### config.mk
export PLATFORM = sky130hd
export DESIGN_NAME = quad_encoder_reader
export DESIGN_NICKNAME = d
export VERILOG_FILES = /design/src/rtl/quad_encoder_reader.sv
export SDC_FILE = /design/constraint.sdc
export NUM_CORES = 1
export LEC_CHECK = 0
export ABC_AREA = 1
export CELL_PAD_IN_SITES_DETAIL_PLACEMENT = 1
export CELL_PAD_IN_SITES_GLOBAL_PLACEMENT = 1
export CORE_ASPECT_RATIO = 0.6
export CORE_UTILIZATION = 30
export CTS_BUF_LIST = sky130_fd_sc_hd__clkbuf_2 sky130_fd_sc_hd__clkbuf_4 sky130_fd_sc_hd__clkbuf_8
export DETAILED_ROUTE_END_ITERATION = 16
export PLACE_DENSITY = 0.71
export SYNTH_ARGS = -nofsm -noshare
export SYNTH_HDL_FRONTEND = slang
export SYNTH_SLANG_ARGS = --single-unit
### constraint.sdc
create_clock -name clk -period 9.5 [get_ports clk]
set_input_delay 1.9 -clock clk [delete_from_list [all_inputs] [get_ports clk]]
set_output_delay 1.9 -clock clk [all_outputs]
set_load 0.01 [all_outputs]
### src/rtl/quad_encoder_reader.sv
// quad_encoder_reader: synchronise, deglitch and 4x-decode an A/B encoder
// into a wrapping position, direction, windowed speed and sticky error.
module quad_encoder_reader #(
  parameter int POS_WIDTH     = 16,
  parameter int FILTER_LEN    = 4,
  parameter int WINDOW_CYCLES = 1000,
  parameter int SPD_WIDTH     = 12
) (
  input  logic                        clk,
  input  logic                        reset,
  input  logic                        enc_a,
  input  logic                        enc_b,
  input  logic                        clear_pos,
  input  logic                        clear_err,
  output logic signed [POS_WIDTH-1:0] position,
  output logic                        dir,
  output logic signed [SPD_WIDTH-1:0] speed,
  output logic                        speed_valid,
  output logic                        err
);

  localparam int FW = (FILTER_LEN > 1) ? $clog2(FILTER_LEN) : 1;
  localparam int WW = $clog2(WINDOW_CYCLES);
  localparam logic [FW-1:0] FLIM = FW'(FILTER_LEN - 1);
  localparam logic [WW-1:0] WLIM = WW'(WINDOW_CYCLES - 1);

  typedef enum logic {INIT, RUN} state_t;

  state_t          state;
  logic [1:0]      init_cnt;
  logic            a_s1, a_s2;
  logic            b_s1, b_s2;
  logic [1:0]      filt;
  logic [1:0]      prev;
  logic [FW-1:0]   cnt_a;
  logic [FW-1:0]   cnt_b;
  logic [WW-1:0]   wcnt;
  logic signed [SPD_WIDTH-1:0] acc;

  logic [1:0] idx_cur;
  logic [1:0] idx_old;
  logic [1:0] delta;
  logic       step_fwd;
  logic       step_rev;
  logic       step_bad;

  logic signed [POS_WIDTH-1:0] pos_step;
  logic signed [SPD_WIDTH:0]   spd_step;
  logic signed [SPD_WIDTH:0]   acc_sum;
  logic signed [SPD_WIDTH-1:0] acc_next;

  always_ff @(posedge clk or posedge reset) begin
    if (reset) begin
      a_s1 <= 1'b0;
      a_s2 <= 1'b0;
      b_s1 <= 1'b0;
      b_s2 <= 1'b0;
    end else begin
      a_s1 <= enc_a;
      a_s2 <= a_s1;
      b_s1 <= enc_b;
      b_s2 <= b_s1;
    end
  end

  // Gray index 00,10,11,01 -> 0..3; index difference gives the step
  assign idx_cur = {filt[0], filt[1] ^ filt[0]};
  assign idx_old = {prev[0], prev[1] ^ prev[0]};
  assign delta   = idx_cur - idx_old;

  always_comb begin
    step_fwd = 1'b0;
    step_rev = 1'b0;
    step_bad = 1'b0;
    if (state == RUN) begin
      unique case (1'b1)
        delta == 2'd1: step_fwd = 1'b1;
        delta == 2'd3: step_rev = 1'b1;
        delta == 2'd2: step_bad = 1'b1;
        default: ;
      endcase
    end
  end

  always_comb begin
    pos_step = '0;
    spd_step = '0;
    if (step_fwd) begin
      pos_step = {{(POS_WIDTH-1){1'b0}}, 1'b1};
      spd_step = {{SPD_WIDTH{1'b0}}, 1'b1};
    end else if (step_rev) begin
      pos_step = '1;
      spd_step = '1;
    end
  end

  always_comb begin
    acc_sum  = {acc[SPD_WIDTH-1], acc} + spd_step;
    acc_next = acc_sum[SPD_WIDTH-1:0];
    if (acc_sum[SPD_WIDTH] != acc_sum[SPD_WIDTH-1]) begin
      acc_next = acc_sum[SPD_WIDTH]
        ? {1'b1, {(SPD_WIDTH-1){1'b0}}}
        : {1'b0, {(SPD_WIDTH-1){1'b1}}};
    end
  end

  always_ff @(posedge clk or posedge reset) begin
    if (reset) begin
      state       <= INIT;
      init_cnt    <= '0;
      filt        <= '0;
      prev        <= '0;
      cnt_a       <= '0;
      cnt_b       <= '0;
      wcnt        <= '0;
      acc         <= '0;
      position    <= '0;
      dir         <= 1'b0;
      speed       <= '0;
      speed_valid <= 1'b0;
      err         <= 1'b0;
    end else begin
      speed_valid <= 1'b0;
      if (clear_pos) position <= '0;
      if (clear_err) err <= 1'b0;
      unique case (state)
        INIT: begin
          filt     <= {a_s2, b_s2};
          prev     <= {a_s2, b_s2};
          cnt_a    <= '0;
          cnt_b    <= '0;
          init_cnt <= init_cnt + 2'd1;
          if (init_cnt == 2'd2) state <= RUN;
        end
        RUN: begin
          prev <= filt;
          if (a_s2 == filt[1]) begin
            cnt_a <= '0;
          end else if (cnt_a == FLIM) begin
            filt[1] <= a_s2;
            cnt_a   <= '0;
          end else begin
            cnt_a <= cnt_a + FW'(1);
          end
          if (b_s2 == filt[0]) begin
            cnt_b <= '0;
          end else if (cnt_b == FLIM) begin
            filt[0] <= b_s2;
            cnt_b   <= '0;
          end else begin
            cnt_b <= cnt_b + FW'(1);
          end
          // clear_pos beats the step on position, not on dir
          if (step_fwd || step_rev) begin
            dir <= step_rev;
            if (!clear_pos) position <= position + pos_step;
          end
          if (step_bad) err <= 1'b1;
          if (wcnt == WLIM) begin
            wcnt        <= '0;
            speed       <= acc_next;
            acc         <= '0;
            speed_valid <= 1'b1;
          end else begin
            wcnt <= wcnt + WW'(1);
            acc  <= acc_next;
          end
        end
        default: state <= INIT;
      endcase
    end
  end

endmodule
== Word level (Yosys, flattened, before mapping) ==
Index checks and enable logic that the tools add are counted.
Storage, ports and cells
  register bits: 68
  logic and storage cells: 84
  output and inout port bits: 31
  bits of input ports: 6
Cells by class
  bitwise operators: 3
  reductions and logical operators: 5
  add/subtract/negate cells: 7
  mux-type cells: 37
  eq/ne operators: 14
Operators by type and width (count)
  2-to-1 mux 16 bit: 6
  2-to-1 mux 12 bit: 3
  2-to-1 mux 13 bit: 2
  2-to-1 mux 1 bit: 17
  adder 16 bit: 1
  one-hot mux 2 bit (2 select lines): 4
  adder 13 bit: 1
  adder 10 x 1 -> 10 bit, second input constant: 1
  equality test 10 bit, second input constant: 1
  equality test 2 bit, second input constant: 5
  2-to-1 mux 10 bit: 1
  2-to-1 mux 2 bit: 4
  AND reduction 2 bit: 4
  adder 2 x 1 -> 2 bit, second input constant: 3
  inequality test 2 x 1 -> 1 bit, second input constant: 2
  inequality test 2 bit, second input constant: 2
  equality test 1 bit: 2
  equality test 2 x 1 -> 1 bit, second input constant: 1
  subtractor 2 bit: 1
  bitwise XOR 1 bit: 2
  logical OR 1 bit: 1
  inequality test 1 bit: 1
  inverter 1 bit: 1

== Depth between registers and ports, before layout ==
Gate-level depths: netlist (run 1).
  depth in word-level cells: 11
  mapped depth: 24

== Worst setup path before layout (run 1) ==
Ideal clock, no wire load.
  path kind: register to register
  start point: reg filt[0]
  end point: reg acc[1]
  path slack: 6400 ps
  library setup time: 116 ps
  stages on the path, launching flop included: 23
  clock period less this slack: 3100 ps
  data required time: 9384 ps
  arrival: 2984 ps
  path through: dfrtp_1 xnor2_1 ha_1 nor2_8 inv_1 nor2_2 buf_4 buf_4 buf_4 ha_1 inv_1 nor2_1 nor2_1 nand2_1 a21oi_2 nand3_1 nand2_2 nand2_2 buf_6 nand2_2 nand2_2 nand2_1 nand2_1
On the way
  longest elaborated chain between the ends: 11
  elaborated cells on any way between the ends: 15
  those cells by class: add/sub (2); eq/ne (3); mux (9); bitwise (1)
RTL lines
  start, declared: line 33  | logic [1:0] filt;
  start signal, assigned: line 128  | filt <= {a_s2, b_s2};
  start signal, assigned: line 148  | filt[0] <= b_s2;
  bitwise XOR 1 bit: line 67  | assign idx_cur = {filt[0], filt[1] ^ filt[0]};
  subtractor 2 bit *: line 69  | assign delta = idx_cur - idx_old;
  equality test 2 bit: line 78  | delta == 2'd3: step_rev = 1'b1;
  2-to-1 mux 1 bit: line 76  | unique case (1'b1)
  2-to-1 mux 1 bit: line 75  | if (state == RUN) begin
  2-to-1 mux 13 bit: line 91  | end else if (step_rev) begin
  2-to-1 mux 13 bit *: line 88  | if (step_fwd) begin
  adder 13 bit *: line 98  | acc_sum = {acc[SPD_WIDTH-1], acc} + spd_step;
  2-to-1 mux 12 bit / inequality test 1 bit (equally long branches): line 102, 100
  2-to-1 mux 12 bit *: line 100  | if (acc_sum[SPD_WIDTH] != acc_sum[SPD_WIDTH-1]) begin
  2-to-1 mux 12 bit *: line 159  | if (wcnt == WLIM) begin
  end signal, assigned: line 166  | acc <= acc_next;
  end, declared: line 38  | logic signed [SPD_WIDTH-1:0] acc;
Every way passes the cells marked *; elsewhere a longest branch is shown, timed or not.
A chain may end at the register's enable or synchronous reset.

== Worst setup path after layout (run 1) ==
  start point: reg filt[0]
  end point: reg acc[5]
The elaborated chain is that of the path after synthesis.

==> results by group, run 1 <==
Floorplanning
  • Core area: 14680 um2
  • Starting Density: 31.13%
  • Site row count: 34
  • Die Y-Extent: 97.59 um
  • Ports: 37
  • Die width: 161.3 um
  • DIE AREA: 15740 um2

Logic synthesis
  • Post-synth EDFFs: 0
  • Cells after Synth: 623
  • Syn nets: 640
  • Syn. warnings: 0
  • XOR/XNOR share of the synthesized area: 4.547%
  • Post-synth ARST share: 100.0%
  • Synth Area in Adders: 3.177%
  • Synth Area in Compound Gates: 9.395%
  • Syn Area/Cell: 7.332 um2
  • Largest family of logic cells by synthesized area: simple AND/OR/NAND/NOR gates
  • Mux contribution to synthesized area: 0%
  • Count of cell types in the netlist: 40
  • Seq/Total Area, Yosys: 37.25%
  • Post-Synth Simple-Gate Area: 36.15%
  • Netlist Area Pre-Place: 4568 um2
  • Top_reg_cell synth: dfrtp_1
  • Register bit total from synthesis: 68

STA
  • Final setup violation count: 0
  • Least-Margin Pin Slew: 0.9542 ns
  • RSZ-0062 raised after global routing: false
  • Max frequency: 220.6 MHz
  • Slew Viols, Final: 0
  • Clock skew: 0.007026 ns
  • Max-slew headroom: 36.39%
  • Tmin final: 4.532 ns
  • Fin. Hold Viols: 0
  • Tcrit/Tclk final: 47.71%
  • Post-route setup TNS: 0 ns

Cells and area
  • Antenna diodes: 0
  • Fillers: 1816
  • Multi-input logic area: 2434 um2
  • Layout cells sized above 1: 13.51%
  • Register area: 1702 um2
  • Nets: 671
  • Synth-to-Final Area Change: 15.09%

Routing
  • Wire per inst: 15.30 um
  • Avg Vias per Cell: 4.887
  • Via count: 4188
  • Post-route ant nets: 0
  • DRT iter0 DRCs: 258
  • DR DRC count: 0
  • Final WL: 13110 um
  • DRT Pass-1 Iters: 4

Critical path
  • Most frequent CP cell: nand2_1
  • Crit path max-delay cell type: nor2_2
  • Required time of the critical path: 9.79 ns
  • Worst path cell trace: xnor2_1 -> ha_1 -> nor2_8 -> inv_1 -> nor2_2 -> buf_4 -> ha_1 -> inv_1 -> nor2_1 -> nor2_1 -> nand2_1 -> a21oi_2 -> nand2_1 -> nand2_1 -> nand4_1 -> nand2_2 -> nand2_1 -> nand2_1
  • Type of origin of the critical path: register
  • Critical path capture point type: register
  • CP max FO: 20
  • Worst path bufs/invs: 3
  • Crit path largest cell delay: 0.68 ns
  • Critical Path AT: 4.82 ns
  • CP top delay family: simple AND/OR/NAND/NOR gates
  • Kind of critical path: reg -> reg

Clock tree
  • Post-CTS Setup Inserts: 0
  • CTS root buffer: clkbuf_8
  • Clk Latency, worst-skew pair: 0.35 ns
  • Resize count post-CTS: 0
  • TritonCTS clock tree: yes
  • H-Tree Depth: 3
  • Reg clk slew, reported paths: 0.08 ns
  • CTS buffer count: 9
  • CTS Sinks: 68
  • Hold buffers post-CTS: 0
  • CTS max path bufs: 2

Flow run
  • MaxCap Viol Count: 0

Status
  • Status: finished clean

Global routing
  • First-pass GRT wire length: 22690 um
  • Overall routing resource usage: 18.10%
  • Vias in the first global route: 4456
  • GR Overflow Total: 0
  • Largest net degree at the start of global routing: 69
  • Initial antenna violation count: 0

Place
  • Post-DP HPWL: 9927 um
  • Gpl congestion: 0.8705
  • IO Port Bufs: 36

Hold path
  • Hold/Removal Path Class: reg -> reg
through the flow:
| step | utilization (%) | std cells | instance area, um2 | hold slack, ns | setup slack (ns) |
|---|---|---|---|---|---|
| 6_report | 35.82 | 857 | 5258 | 0.3634 | 4.968 |
| 5_1_grt | 35.82 | 857 | 5258 | 0.3806 | 4.524 |
| 4_1_cts | 35.82 | 857 | 5258 | 0.3670 | 4.929 |
| 3_5_place_dp | 34.49 | 841 | 5062 | 0.3490 | 4.948 |
| 3_3_place_gp | 34.49 | 841 | 5062 | 0.3336 | 5.258 |
| 2_1_floorplan | - | 623 | 4568 | 0.3312 | 5.888 |
cell usage after synthesis, types with 3 or more instances:
library cell | n | area [um2]
nand2_1 | 206 | 773.2
xor2_1 | 13 | 113.9
xnor2_1 | 7 | 61.31
inv_2 | 5 | 18.77
nor3_1 | 14 | 70.07
o41ai_1 | 15 | 131.4
a21oi_1 | 10 | 50.05
buf_6 | 5 | 56.30
nand3_1 | 27 | 135.1
clkbuf_1 | 6 | 22.52
ha_1 | 10 | 125.1
or2_2 | 5 | 31.28
inv_1 | 72 | 270.3
o22ai_1 | 6 | 37.54
o21a_1 | 3 | 22.52
nor2_2 | 10 | 62.56
nand2_2 | 36 | 225.2
dfrtp_1 | 68 | 1702
o21ai_0 | 19 | 95.09
o21ai_2 | 3 | 26.28
nor2_1 | 33 | 123.9
buf_4 | 8 | 60.06
nand4_1 | 20 | 125.1
worst reg2reg max path: stages (launching register included):
cell	delay, ns
dfrtp_1	0.45
xnor2_1	0.17
ha_1	0.39
nor2_8	0.28
inv_1	0.13
nor2_2	0.68
buf_4	0.33
ha_1	0.31
inv_1	0.12
nor2_1	0.06
nor2_1	0.09
nand2_1	0.07
a21oi_2	0.14
nand2_1	0.09
nand2_1	0.11
nand4_1	0.59
nand2_2	0.31
nand2_1	0.08
nand2_1	0.08
kinds of logic (layout without fill, tap and decap cells):
family / count (synthesis) / after routing
buf+inv: 97 / 133
compound gates: 65 / 65
simple gates: 360 / 360
flops: 68 / 68
xor+xnor: 22 / 22
fa+ha+maj: 11 / 11
final timing paths:
kind | start | cells past startpoint | end | slack [ns]
min in group asynchronous | reset | 3 | wcnt[7] | 2.17
max in group asynchronous | reset | 3 | acc[4] | 6.74
min | a_s1 | 0 | a_s2 | 0.36
max | filt[0] | 18 | acc[5] | 4.97
max reg2reg | filt[0] | 18 | acc[5] | 4.97
min reg2reg | a_s1 | 0 | a_s2 | 0.36
placed cells by master, fill, tap and decap left out, drive strengths merged:
| cell | instances |
|---|---|
| buf | 4 |
| nand4 | 20 |
| o21a | 3 |
| o41ai | 15 |
| xnor2 | 7 |
| clkinvlp | 2 |
| nand3 | 29 |
| o21ai | 23 |
| o22ai | 6 |
| bufinv | 1 |
| a211oi | 1 |
| dfrtp | 68 |
| clkbuf | 10 |
| nor3 | 16 |
| fa | 1 |
| inv | 78 |
| nor2 | 44 |
| clkdlybuf4s50 | 36 |
| o2111ai | 1 |
| clkinv | 2 |
| or2 | 6 |
| xor2 | 15 |
| a31oi | 2 |
| a21boi | 2 |
| ha | 10 |
| nand2 | 243 |
| a21oi | 11 |
| a22o | 1 |
| nor4 | 2 |
cell type report:
type,count,area share [%]
clock buffer,10,2.499
clock inverter,6,1.214
inverter,77,5.497
multi-input combinational,458,46.29
sequential,68,32.37
tap,198,4.712
timing repair buffer,40,7.425
state kept, by name, summed over array words and instances, names as in the netlist:
register / count
state: 1
b_s1: 1
err: 1
acc: 12
wcnt: 10
a_s2: 1
cnt_b: 2
init_cnt: 2
a_s1: 1
b_s2: 1
position: 16
speed: 12
prev: 2
filt: 2
dir: 1
speed_valid: 1
cnt_a: 2
layer usage:
metal  wire length [um]  GRT usage, %  vias up
met1               6790         25.54     2067
met5                  0             0        -
met2               5802         28.15       54
li1                   -             -     2056
met3                384         3.414       11
met4                136         4.862        0
Power of run 1 is not shown: default switching activity piles up to over one toggle a cycle in this logic, so the estimate is an artifact.
==> inputs of run 2 (changes only) <==
==> constraint.sdc (replaced) <==
create_clock -name clk -period 4.4 [get_ports clk]
set_input_delay 0.88 -clock clk [delete_from_list [all_inputs] [get_ports clk]]
set_output_delay 0.88 -clock clk [all_outputs]
set_load 0.01 [all_outputs]
==> run 2 against run 1 <==
Critical path type unchanged. Via count increased by 0.60%. Highest routed layer unchanged. Fmax increased by 18%. Critical endpoint is now acc[10]. Hold slack improved by 0.0041 ns. Core utilization increased by 0.16 points. Largest cell class unchanged.
==> results by group, run 2 (synthesis gave the netlist of run 1 again) <==
Routing
  • Wire per inst: 15.07 um (was 15.30 um)
  • DRT Pass-1 Iters: 4 (unchanged)
  • Post-route ant nets: 0 (unchanged)
  • Via count: 4213 (was 4188)
  • Final WL: 12950 um (was 13110 um)
  • DRT iter0 DRCs: 175 (was 258)
  • Avg Vias per Cell: 4.905 (was 4.887)
  • DR DRC count: 0 (unchanged)

Floorplanning
  • Core area: 14680 um2 (unchanged)
  • Starting Density: 31.13% (unchanged)
  • Site row count: 34 (unchanged)
  • DIE AREA: 15740 um2 (unchanged)
  • Die width: 161.3 um (unchanged)
  • Ports: 37 (unchanged)
  • Die Y-Extent: 97.59 um (unchanged)

Critical path
  • Kind of critical path: reg -> reg (unchanged)
  • Critical path capture point type: register (unchanged)
  • CP max FO: 17 (was 20)
  • Required time of the critical path: 4.70 ns (was 9.79 ns)
  • Critical Path AT: 4.13 ns (was 4.82 ns)
  • Type of origin of the critical path: register (unchanged)

Clock tree
  • CTS root buffer: clkbuf_8 (unchanged)
  • H-Tree Depth: 3 (unchanged)
  • Reg clk slew, reported paths: 0.09 ns (was 0.08 ns)
  • Post-CTS Setup Inserts: 0 (unchanged)
  • Resize count post-CTS: 0 (unchanged)
  • CTS Sinks: 68 (unchanged)
  • TritonCTS clock tree: yes (unchanged)
  • CTS max path bufs: 2 (unchanged)
  • CTS buffer count: 9 (unchanged)
  • Hold buffers post-CTS: 0 (unchanged)
  • Clk Latency, worst-skew pair: 0.35 ns (about the same)

Global routing
  • Overall routing resource usage: 17.59% (was 18.10%)
  • Met1 usage: 24.89% (was 25.54%)
  • Most Used Layer, Global Route: met2 (unchanged)
  • Largest net degree at the start of global routing: 44 (was 69)
  • GR Layer Usage met2: 26.62% (was 28.15%)
  • GR Overflow Total: 0 (unchanged)
  • Vias in the first global route: 4354 (was 4456)
  • First-pass GRT wire length: 22050 um (was 22690 um)
  • Met3 usage: 4.396% (was 3.414%)
  • Initial antenna violation count: 0 (unchanged)

STA
  • Clock skew: 0.008462 ns (was 0.007026 ns)
  • Tmin final: 3.832 ns (was 4.532 ns)
  • Max-slew headroom: 48.25% (was 36.39%)
  • Post-route setup TNS: 0 ns (unchanged)
  • Max frequency: 261.0 MHz (was 220.6 MHz)
  • Slew Viols, Final: 0 (unchanged)
  • RSZ-0062 raised after global routing: false (unchanged)
  • Fin. Hold Viols: 0 (unchanged)
  • Tcrit/Tclk final: 87.09% (was 47.71%)
  • Least-Margin Pin Slew: 0.7662 ns (was 0.9542 ns)
  • Final setup violation count: 0 (unchanged)

Cells and area
  • Most common cell after layout, fill and taps aside: nand2_1 (unchanged)
  • Top flop regs: position (16), acc (12), speed (12) (unchanged)
  • Layout cells sized above 1: 13.77% (was 13.51%)
  • Biggest register: position (unchanged)
  • Nets: 673 (was 671)
  • Largest register FFs: 16 (unchanged)
  • Synth-to-Final Area Change: 15.61% (was 15.09%)
  • Antenna diodes: 0 (unchanged)
  • Most frequent cells in the layout: nand2_1 (206), inv_1 (71), dfrtp_1 (68) (unchanged)

Hold path
  • Hold/Removal Path Class: reg -> reg (unchanged)

Place
  • Post-DP HPWL: 9763 um (was 9927 um)
  • Gpl congestion: 0.8637 (was 0.8705)
  • IO Port Bufs: 36 (unchanged)

Status
  • Status: finished clean (unchanged)

Flow run
  • MaxCap Viol Count: 0 (unchanged)
-- run 2: layout make-up --
| class | instances | area [um2] |
|---|---|---|
| clock buffers | 9 | 123.9 |
| multi-input cells | 458 | 2434 |
| inverters | 77 | 289.0 |
| clock inverters | 7 | 80.08 |
| fillers | 1838 | 9395 |
| well taps | 198 | 247.7 |
| repair buffers | 42 | 405.4 |
| flip-flops and latches | 68 | 1702 |
-- run 2: metrics by stage --
stage                     instances  hold WS [ns]  setup WS, ns  util (%)  area (um2)
after detailed placement        843        0.3465        0.5583     34.60        5077
final                           859        0.3675        0.5682     35.98        5281
after global routing            859        0.3670        0.2498     35.98        5281
after global placement          843        0.3364        0.7224     34.60        5077
after floorplan                 623        0.3312         1.300         -        4568
after CTS                       859        0.3660        0.5345     35.98        5281
-- run 2: critical path, cell delays in order, from the launching register on --
cell	delay (ns)
dfrtp_1	0.46
xnor2_1	0.16
ha_1	0.38
nor2_8	0.28
inv_1	0.13
nor2_2	0.21
buf_4	0.21
ha_1	0.30
inv_1	0.12
nor2_1	0.06
nor2_1	0.09
nand2_1	0.07
a21oi_2	0.14
nand2_1	0.07
nand2_1	0.10
nand4_1	0.56
nand2_1	0.31
nand2_1	0.07
nand2_1	0.07
-- run 2: final timing paths --
check,from,end,slack (ns),cells past startpoint
min in group asynchronous,reset,wcnt[9],0.88,2
hold / removal,b_s1,b_s2,0.37,0
max in group asynchronous,reset,speed[3],2.49,3
setup reg to reg,filt[0],acc[10],0.57,18
setup / recovery,filt[0],acc[10],0.57,18
hold reg to reg,b_s1,b_s2,0.37,0
-- run 2: routing by layer --
layer / part of all wire [%] / vias to the layer above
li1: - / 2070
met1: 52 / 2092
met2: 44 / 49
met3: 3.1 / 2
met4: 0.28 / 0
met5: 0 / -
Power of run 2 is left out for the same reason.
==> inputs of run 3 (changes only) <==
--- a/config.mk
+++ b/config.mk
@@ -12,6 +12,7 @@
 export CORE_UTILIZATION = 30
 export CTS_BUF_LIST = sky130_fd_sc_hd__clkbuf_2 sky130_fd_sc_hd__clkbuf_4 sky130_fd_sc_hd__clkbuf_8
 export DETAILED_ROUTE_END_ITERATION = 16
+export MAX_ROUTING_LAYER = met4
 export PLACE_DENSITY = 0.71
 export SYNTH_ARGS = -nofsm -noshare
 export SYNTH_HDL_FRONTEND = slang
==> run 3 against run 2 <==
Sequential share of layout area did not move. Critical endpoint is now speed[10]. Clock skew grew 0.0026 ns. Routed wire length decreased by 0.63%. Critical path depth unchanged. Final area is the same. Largest cell class unchanged. Highest routed layer unchanged. Hold slack got worse by 0.012 ns. Die area did not move. Sequential cell count did not move. Non-clock buffer count did not move.
==> results by group, run 3 (synthesis gave the netlist of run 1 again) <==
Critical path
  • R2R depth: 18 (unchanged)
  • Crit path largest cell delay: 0.61 ns (was 0.56 ns)
  • CP max FO: 17 (unchanged)
  • Type of origin of the critical path: register (unchanged)
  • Required time of the critical path: 4.70 ns (about the same)
  • Most frequent CP cell: nand2_1 (unchanged)
  • Critical Path AT: 4.16 ns (was 4.13 ns)
  • Kind of critical path: reg -> reg (unchanged)
  • Crit path max-delay cell type: nand4_1 (unchanged)
  • Worst path cell trace: xnor2_1 -> ha_1 -> nor2_8 -> inv_1 -> nor2_2 -> buf_4 -> ha_1 -> inv_1 -> nor2_1 -> nor2_1 -> nand2_1 -> a21oi_2 -> nand2_1 -> nand2_1 -> nand4_1 -> nand2_1 -> nand2_1 -> nand2_1 (unchanged)
  • Reg2Reg Setup Slack: 0.54 ns (was 0.57 ns)
  • Critical path capture point type: register (unchanged)
  • R2R Path End: speed[10] (was acc[10])
  • RR Startpoint: filt[0] (unchanged)
  • CP top delay family: simple AND/OR/NAND/NOR gates (unchanged)
  • Worst path bufs/invs: 3 (unchanged)

Flow run
  • MaxCap Viol Count: 0 (unchanged)

Cells and area
  • Nets: 673 (unchanged)
  • Most frequent cells in the layout: nand2_1 (206), inv_1 (71), dfrtp_1 (68) (unchanged)
  • Most common cell after layout, fill and taps aside: nand2_1 (unchanged)
  • Biggest register: position (unchanged)
  • Largest register FFs: 16 (unchanged)
  • Antenna diodes: 0 (unchanged)
  • Top flop regs: position (16), acc (12), speed (12) (unchanged)
  • Layout cells sized above 1: 13.77% (unchanged)
  • Synth-to-Final Area Change: 15.61% (unchanged)

Global routing
  • Largest net degree at the start of global routing: 44 (unchanged)
  • First-pass GRT wire length: 21800 um (was 22050 um)
  • Overall routing resource usage: 17.89% (was 17.59%)
  • GR Overflow Total: 0 (unchanged)
  • Initial antenna violation count: 0 (unchanged)
  • Vias in the first global route: 4247 (was 4354)

Floorplanning
  • Site row count: 34 (unchanged)
  • Die width: 161.3 um (unchanged)
  • Starting Density: 31.13% (unchanged)
  • Ports: 37 (unchanged)
  • Die Y-Extent: 97.59 um (unchanged)
  • Core area: 14680 um2 (unchanged)
  • DIE AREA: 15740 um2 (unchanged)

Routing
  • DRT Pass-1 Iters: 4 (unchanged)
  • Post-route ant nets: 0 (unchanged)
  • Via count: 4201 (was 4213)
  • Avg Vias per Cell: 4.891 (was 4.905)
  • Final WL: 12870 um (was 12950 um)
  • DR DRC count: 0 (unchanged)
  • DRT iter0 DRCs: 147 (was 175)
  • Wire per inst: 14.98 um (was 15.07 um)

Clock tree
  • Resize count post-CTS: 0 (unchanged)
  • Post-CTS Setup Inserts: 0 (unchanged)
  • Reg clk slew, reported paths: 0.08 ns (was 0.09 ns)
  • Clk Latency, worst-skew pair: 0.36 ns (was 0.35 ns)
  • H-Tree Depth: 3 (unchanged)
  • TritonCTS clock tree: yes (unchanged)
  • CTS root buffer: clkbuf_8 (unchanged)
  • CTS Sinks: 68 (unchanged)
  • CTS max path bufs: 2 (unchanged)
  • CTS buffer count: 9 (unchanged)
  • Hold buffers post-CTS: 0 (unchanged)

STA
  • RSZ-0062 raised after global routing: false (unchanged)
  • Slew Viols, Final: 0 (unchanged)
  • Fin. Hold Viols: 0 (unchanged)
  • Tcrit/Tclk final: 87.71% (was 87.09%)
  • Tmin final: 3.859 ns (was 3.832 ns)
  • Least-Margin Pin Slew: 0.7550 ns (was 0.7662 ns)
  • Max-slew headroom: 49.52% (was 48.25%)
  • Final setup violation count: 0 (unchanged)
  • Max frequency: 259.1 MHz (was 261.0 MHz)
  • Clock skew: 0.01104 ns (was 0.008462 ns)
  • Post-route setup TNS: 0 ns (unchanged)

Place
  • Post-DP HPWL: 9730 um (was 9763 um)
  • Gpl congestion: 0.8851 (was 0.8637)
  • IO Port Bufs: 36 (unchanged)

Hold path
  • Hold/Removal Path Class: reg -> reg (unchanged)
  • Hold Path Depth: 0 (unchanged)
  • Hold endpoint: b_s2 (unchanged)
  • Hold Crit Start: b_s1 (unchanged)

Status
  • Status: finished clean (unchanged)
==> run 3: final cells by class <==
type	instances	area [um2]
multi-input combinational	458	2434
sequential	68	1702
clock inverter	7	80.08
fill	1832	9395
inverter	77	289.0
clock buffer	9	123.9
timing repair buffer	42	405.4
tap	198	247.7
==> run 3: worst max path at each step <==
| stage | startpoint | endpoint | slack [ns] | depth (start not counted) |
|---|---|---|---|---|
| after floorplan | filt[0] | acc[1] | 1.30 | 22 |
| after global placement | filt[0] | speed[10] | 0.72 | 18 |
| after detailed placement | filt[0] | acc[1] | 0.58 | 18 |
| after CTS | filt[0] | speed[10] | 0.54 | 18 |
| after global routing | filt[0] | acc[1] | 0.20 | 18 |
| final | filt[0] | speed[10] | 0.54 | 18 |
==> run 3: routing by layer <==
layer / GRT usage, % / vias up / part of all wire, %
li1: - / 2067 / -
met1: 25.15 / 2066 / 52
met2: 26.59 / 58 / 44
met3: 3.201 / 10 / 3.2
met4: 4.064 / 0 / 0.83
met5: - / - / 0
==> run 3: worst reg2reg max path, delay by kind of cell, from the launching register on <==
| family | cells | cell delay, ns |
|---|---|---|
| flops | 1 | 0.45 |
| compound gates | 1 | 0.13 |
| simple gates | 11 | 1.92 |
| fa+ha+maj | 2 | 0.67 |
| xor+xnor | 1 | 0.16 |
| buf+inv | 3 | 0.46 |
==> run 3: metrics by stage <==
step	hold slack (ns)	setup WS, ns	util (%)	instances	area, um2
6_report	0.3552	0.5408	35.98	859	5281
5_1_grt	0.3774	0.1956	35.98	859	5281
4_1_cts	0.3573	0.5420	35.98	859	5281
3_5_place_dp	0.3385	0.5774	34.60	843	5077
3_3_place_gp	0.3363	0.7187	34.60	843	5077
2_1_floorplan	0.3312	1.300	-	623	4568
Power of run 3 is left out for the same reason.
